File: src/rtl/rotate_pkg.sv
// rtl/rotate_pkg.sv - shared types and constants for the rotate sequencer
// Contents:
//   state_t        : sequencer states IDLE, ROTATE, FINISH
//   ROT_DEFAULT_N  : default data word width

package rotate_pkg;

  typedef enum logic [1:0] {
    IDLE   = 2'd0,
    ROTATE = 2'd1,
    FINISH = 2'd2
  } state_t;

  localparam int ROT_DEFAULT_N = 8;

endpackage

File: src/rtl/rotateN.sv
// rtl/rotateN.sv - combinational one-bit N-bit rotator
// Ports:
//   din  in  N  word to rotate
//   dir  in  1  0 = rotate left, 1 = rotate right
//   dout out N  din rotated by one position, no bit lost

module rotateN #(
  parameter int N = 8
) (
  input  logic [N-1:0] din,
  input  logic         dir,
  output logic [N-1:0] dout
);

  // Left: MSB wraps into bit 0. Right: LSB wraps into the MSB.
  assign dout = dir ? {din[0], din[N-1:1]} : {din[N-2:0], din[N-1]};

endmodule

File: src/rtl/rotate_seq_ctrl.sv
// rtl/rotate_seq_ctrl.sv - multi-cycle rotate sequencer, one bit per clock
// Ports:
//   CLK    in  1   clock, rising edge
//   RESET  in  1   synchronous active-high reset
//   START  in  1   request a rotation (accepted only in IDLE)
//   ABORT  in  1   cancel a rotation in progress (ROTATE only)
//   DIN    in  N   word to rotate, captured on the accepting edge
//   DIR    in  1   0 = left, 1 = right, captured with DIN
//   COUNT  in  CW  number of one-bit rotations, captured with DIN
//   DOUT   out N   working register
//   BUSY   out 1   high while rotating
//   DONE   out 1   one-cycle completion pulse

module rotate_seq_ctrl
  import rotate_pkg::*;
#(
  parameter int N  = ROT_DEFAULT_N,
  parameter int CW = $clog2(N)
) (
  input  logic          CLK,
  input  logic          RESET,
  input  logic          START,
  input  logic          ABORT,
  input  logic [N-1:0]  DIN,
  input  logic          DIR,
  input  logic [CW-1:0] COUNT,
  output logic [N-1:0]  DOUT,
  output logic          BUSY,
  output logic          DONE
);

  state_t        state;
  state_t        state_next;
  logic [N-1:0]  work_q;
  logic [N-1:0]  rot_w;
  logic [CW-1:0] cnt_q;
  logic          dir_q;
  logic          load;
  logic          step;

  rotateN #(.N(N)) u_rot (
    .din  (work_q),
    .dir  (dir_q),
    .dout (rot_w)
  );

  always_ff @(posedge CLK) begin
    if (RESET) begin
      state <= IDLE;
    end else begin
      state <= state_next;
    end
  end

  always_comb begin
    state_next = state;
    load       = 1'b0;
    step       = 1'b0;
    case (state)
      IDLE: begin
        // ABORT has no meaning here; START alone decides.
        if (START) begin
          load       = 1'b1;
          state_next = (COUNT != '0) ? ROTATE : FINISH;
        end
      end
      ROTATE: begin
        // An abort edge does not rotate: the word stays as it was.
        if (ABORT) begin
          state_next = IDLE;
        end else begin
          step = 1'b1;
          if (cnt_q == CW'(1)) begin
            state_next = FINISH;
          end
        end
      end
      FINISH: begin
        state_next = IDLE;
      end
      default: begin
        state_next = IDLE;
      end
    endcase
  end

  always_ff @(posedge CLK) begin
    if (RESET) begin
      work_q <= '0;
      cnt_q  <= '0;
      dir_q  <= 1'b0;
    end else if (load) begin
      work_q <= DIN;
      cnt_q  <= COUNT;
      dir_q  <= DIR;
    end else if (step) begin
      work_q <= rot_w;
      cnt_q  <= cnt_q - CW'(1);
    end
  end

  assign DOUT = work_q;
  assign BUSY = (state == ROTATE);
  assign DONE = (state == FINISH);

endmodule

File: config.mk
export PLATFORM = sky130hd
export DESIGN_NAME = rotate_seq_ctrl
export DESIGN_NICKNAME = d
export VERILOG_FILES = /design/src/rtl/rotate_pkg.sv /design/src/rtl/rotateN.sv /design/src/rtl/rotate_seq_ctrl.sv
export SDC_FILE = /design/constraint.sdc
export NUM_CORES = 1
export LEC_CHECK = 0
export ABC_AREA = 1
export CAP_MARGIN = 30
export CORE_MARGIN = 2
export CORE_UTILIZATION = 54
export CTS_CLUSTER_DIAMETER = 200
export CTS_CLUSTER_SIZE = 14
export DETAILED_ROUTE_END_ITERATION = 12
export DONT_BUFFER_PORTS = 1
export GPL_TIMING_DRIVEN = 0
export MAX_ROUTING_LAYER = met4
export PLACE_DENSITY_LB_ADDON = 0.08
export RECOVER_POWER = 25
export SLEW_MARGIN = 30
export SYNTH_ARGS = -nofsm -noshare
export SYNTH_HDL_FRONTEND = slang
export SYNTH_SLANG_ARGS = --single-unit
File: constraint.sdc
create_clock -name CLK -period 1.2 [get_ports CLK]
set_input_delay 0.18 -clock CLK [delete_from_list [all_inputs] [get_ports CLK]]
set_output_delay 0.18 -clock CLK [all_outputs]
set_load 0.02 [all_outputs]
; Yosys cells after proc, flatten, opt, wreduce, memory -nomap -nowiden
; Cells that the tools add are included.
[totals]
rom_bits = 0
regBits = 14
wordCells = 28
ram_bits = 0
latch_bits = 0
n_memories = 0
out_inout_bits = 10
[op_classes]
reduce_logical = 4
n_shift = 0
multipliers = 0
bitwise_logic = 0
order_cmp = 0
muxes = 14
n_eq_ne = 5
div = 0
add_sub_neg = 1
[ops]
columns = cell, count
row1 = $mux 8, 3
row2 = $mux 2, 4
row3 = $mux 3, 2
row4 = $mux 1, 4
row5 = $pmux 2 s2, 1
row6 = $eq 3x1->1 const B, 1
row7 = $ne 3x2->1 const B, 1
row8 = $reduce_bool 3->1, 1
row9 = $sub 3x1->3 const B, 1
row10 = $eq 2x1->1 const B, 1
row11 = $eq 2x2->1 const B, 1
row12 = $logic_not 2->1, 1
row13 = $ne 2x2->1 const B, 1
row14 = $reduce_and 2->1, 1
row15 = $reduce_bool 2->1, 1

; Longest topological paths before layout
[depth]
ltp_word = 4
ltp_mapped = 9
ltp_nobuf = 9

; Modules after synthesis
; A second synthesis with hierarchy kept.
[unflattened]
hier_cells = 153
hier_area_um2 = 919.6
[modules_own_cells]
columns = mod, instances, area_each_um2, seq_area_each_um2, cells_each
row1 = rotate_seq_ctrl, 1, 814.5, 280.3, 127
row2 = rotateN, 1, 105.1, 0.0, 26

; Worst setup path before layout
; OpenSTA, ideal clock, no wires.
[synth_timing]
path_type = reg-to-reg
start = register state[0]
end = register cnt_q[2]
arrival_ps = 991
stages_incl_launch_ff = 8
slack_ps = 81
t_required_ps = 1072
setup_time_ps = 128
path_cell_list = dfxtp_1 > nor2_4 > nand2_4 > nand2_2 > buf_6 > nor2_2 > nor2_1 > nor2_1
[synth_between]
elab_chain_cells = 3
elab_cells_between_ends = 6
[synth_lines]
columns = item, line_no
row1 = from (decl), rotate_seq_ctrl.sv:32  ; state_t state;
row2 = from (signal assigned), rotate_seq_ctrl.sv:51  ; state <= state_next;
row3 = $eq 2x1->1 / $logic_not 2->1 (equally long branches), rotate_seq_ctrl.sv:59  ; case (state)
row4 = $mux 1, rotate_seq_ctrl.sv:59
row5 = $reduce_bool 2->1 (no source line) / $mux 3 (equally long branches), --
row6 = to (signal assigned), rotate_seq_ctrl.sv:98  ; cnt_q <= cnt_q - CW'(1);
row7 = to (decl), rotate_seq_ctrl.sv:36  ; logic [CW-1:0] cnt_q;
; Several ways; a longest one is shown, not always the timed one.
; A chain may end at the register's enable or synchronous reset.

; Worst setup path after layout
[layout_timing]
start = register state[1]
end = register cnt_q[2]
; The elaborated chain is that of the path after synthesis.

==> results_dict.tcl <==
set metrics [dict create \
    tightestPinTransition_ns 0.482 \
    clk_pin_slew_worst_paths_ns 0.08 \
    grt-ovfl-total 0 \
    crit_family "simple AND/OR/NAND/NOR gates" \
    netlist.area_leader.share_pct 32.7 \
    whs_ns 0.0832 \
    die_w_um 43.9 \
    coreArea_um2 1510 \
    grt_pass1_wl_um 3100 \
    finalSetupViolations 0 \
    initial_core_util_pct 57.0 \
    yosys.area_share.simple_pct 46.1 \
    ant_nets 0 \
    cts_buffers 3 \
    cp_common_cell "nor2_1" \
    synth_seq_cells 14 \
    drv_slew 0 \
    syn_area_um2 858 \
    synth_top_family_by_area "simple AND/OR/NAND/NOR gates" \
    syn_area_per_cell_um2 6.04 \
    slowest_stage "dfxtp_4" \
    fin_worst_skew_ns 0.00302 \
    fin_nets 170 \
    critPathBufInv 2 \
    synthTopCellsByArea "dfxtp_1 (33%), nand2_1 (30%), a21oi_1 (7.0%)" \
    die_h_um 43.9 \
    slowest_delay_ns 0.38 \
    root_buffer "clkbuf_4" \
    pwr_density_cell_nw_per_um2 1140 \
    synth.area.mux_share_pct 0 \
    clock_path_buffers 2 \
    htreeDepth 1 \
    totalWireLength_um 1970 \
    crit_fanout 5 \
    hpwl_um 1380 \
    cts_sinks 14 \
    boundaryPins 26 \
    startpoint_type "flop" \
    yosysTopAreaCell "dfxtp_1" \
    p_leak_uw 0.000473 \
    cp_data_arrival_time_ns 1.29 \
    fin_crit_ns 1.13 \
    drc 0 \
    r2r_slack_ns 0.07 \
    vias 876 \
    timing_hold_violations_final 0 \
    synth_cell_type_count 20 \
    grt_antenna_before_repair 0 \
    syn_nets 160 \
    numPortBuffers 0 \
    yosysWarningCount 0 \
    grtUsageTotal_pct 22.3 \
    dieArea_um2 1920 \
    final.setup.tns_ns 0 \
    drive_above_1_share_pct 17.3 \
    crit_chain "inv_4 > nand3b_1 > nand2_4 > buf_6 > nor2_2 > nor2_1 > nor2_1" \
    num_rows 14 \
    cp-end-kind "flop" \
    cts_tree "yes" \
    first_global_vias 730 \
    wl_per_cell_um 11.9 \
    finalPower_uw 1120 \
    slew_headroom_pct 67.9 \
    grt_max_degree 11 \
    synth_compound_area_share_pct 9.33 \
    fmax_ghz 0.881 \
    hold_path_class "in -> reg" \
    netlist_instances 142 \
    synth_xor_area_share_pct 0 \
    clock_latency_ns 0.28 \
    cap_violations 0 \
    synth_adder_area_share_pct 2.92 \
    gp_congestion 0.826 \
    via_per_inst 5.28 \
    detail_route.first_pass.iterations 4 \
    required_ns 1.35 \
    worst-setup-path-type "reg -> reg" \
    peakVddDrop_mv 0.651 \
    drtIter0Drc 17 \
    syn_to_final_growth_pct 14.1 \
    ys_seq_area_share_pct 32.7 \
    status "complete, no violations" \
    antenna_cells 0 \
    fin_crit_sh_pct 94.6 \
]
[sequential cells by signal (all words and copies together), names as in the netlist]
| signal | count |
|---|---|
| cnt_q | 3 |
| state | 2 |
| dir_q | 1 |
| DOUT | 8 |
[where the power goes]
part	internal (uW)	leakage, uW	switching [uW]	total, uW
sequential	498	0.000116	54.3	553
clock	116	0.0000138	152	268
combinational	115	0.000343	182	297
[worst reg2reg max path, stage by stage (launching register included)]
cell and delay [ns]:
dfxtp_4 0.38, inv_4 0.06, nand3b_1 0.14, nand2_4 0.14
buf_6 0.12, nor2_2 0.03, nor2_1 0.10, nor2_1 0.04
[final cells by class]
class | instances | area (um2)
Sequential cell | 14 | 285
Tap cell | 16 | 20.0
Fill cell | 147 | 527
Multi-Input combinational cell | 112 | 527
Clock buffer | 3 | 22.5
Inverter | 11 | 48.8
Buffer | 5 | 36.3
Timing Repair Buffer | 5 | 40.0
[final timing paths]
check / endpoint / from / cells after the start
worst max-delay path: cnt_q[2]$_SDFFE_PP0P_ / state[1]$_SDFFE_PP0P_ / 7
worst min-delay path: cnt_q[0]$_SDFFE_PP0P_ / RESET / 3
worst max register to register: cnt_q[2]$_SDFFE_PP0P_ / state[1]$_SDFFE_PP0P_ / 7
worst min register to register: cnt_q[0]$_SDFFE_PP0P_ / cnt_q[0]$_SDFFE_PP0P_ / 2
[Yosys cell counts (all sizes together)]
library cell  instances
nand2                71
dfxtp                14
a21oi                12
inv                  10
nor2                 10
nand3                 9
buf                   4
o21ai                 4
ha                    2
nor3                  2
clkbuf                1
clkinv                1
nand3b                1
or2                   1
[through the flow]
stage	cell area (um2)	std cells	worst slack (ns)	util, %
4_1_cts	943	164	0.0150	62.6
3_3_place_gp	878	158	-0.0665	58.3
2_1_floorplan	858	142	0.0813	-
6_report	980	166	0.0650	65.0
3_5_place_dp	878	158	-0.0766	58.3
5_1_grt	980	166	-0.00395	65.0
[metal layers]
layer | global-route usage [%] | part of all wire (%) | up-vias
met5 | - | 0 | -
met4 | 7.27 | 0.96 | 0
met3 | 4.58 | 5.0 | 4
met2 | 32.6 | 42 | 22
met1 | 30.6 | 52 | 388
li1 | - | - | 462
[kinds of logic (layout without fill, tap and decap cells)]
group | count (synthesis) | in the layout
fa+ha+maj | 2 | 2
buf+inv | 16 | 24
flops | 14 | 14
simple gates | 94 | 94
compound gates | 16 | 16
[cell usage in the layout, fill, tap and decap left out]
cell type / instances
nand3_1: 9
nor3_1: 1
dfxtp_1: 12
nor2_2: 2
dlygate4sd3_1: 1
inv_4: 3
or2_2: 1
nor2_1: 6
a21oi_1: 12
buf_4: 4
nand3b_1: 1
dfxtp_2: 1
inv_1: 7
ha_1: 2
dfxtp_4: 1
nand2_1: 68
nand2_4: 2
clkbuf_1: 1
nor2_4: 2
inv_2: 1
buf_2: 2
nor3_4: 1
clkbuf_4: 3
buf_6: 2
o21ai_0: 4
nand2_2: 1
[what timing repair did]
| action | CTS | global route |
|---|---|---|
| endpoints found under the hold margin | 1 | 0 |
| pin swaps | 1 | 1 |
| hold buffers | 1 | 0 |
| setup endpoints to repair | 15 | 12 |
| setup buffers | 2 | 1 |
| gates resized for setup | 6 | 10 |
| cloned | 0 | 1 |
Note: power is estimated with default switching activity, not from simulation.
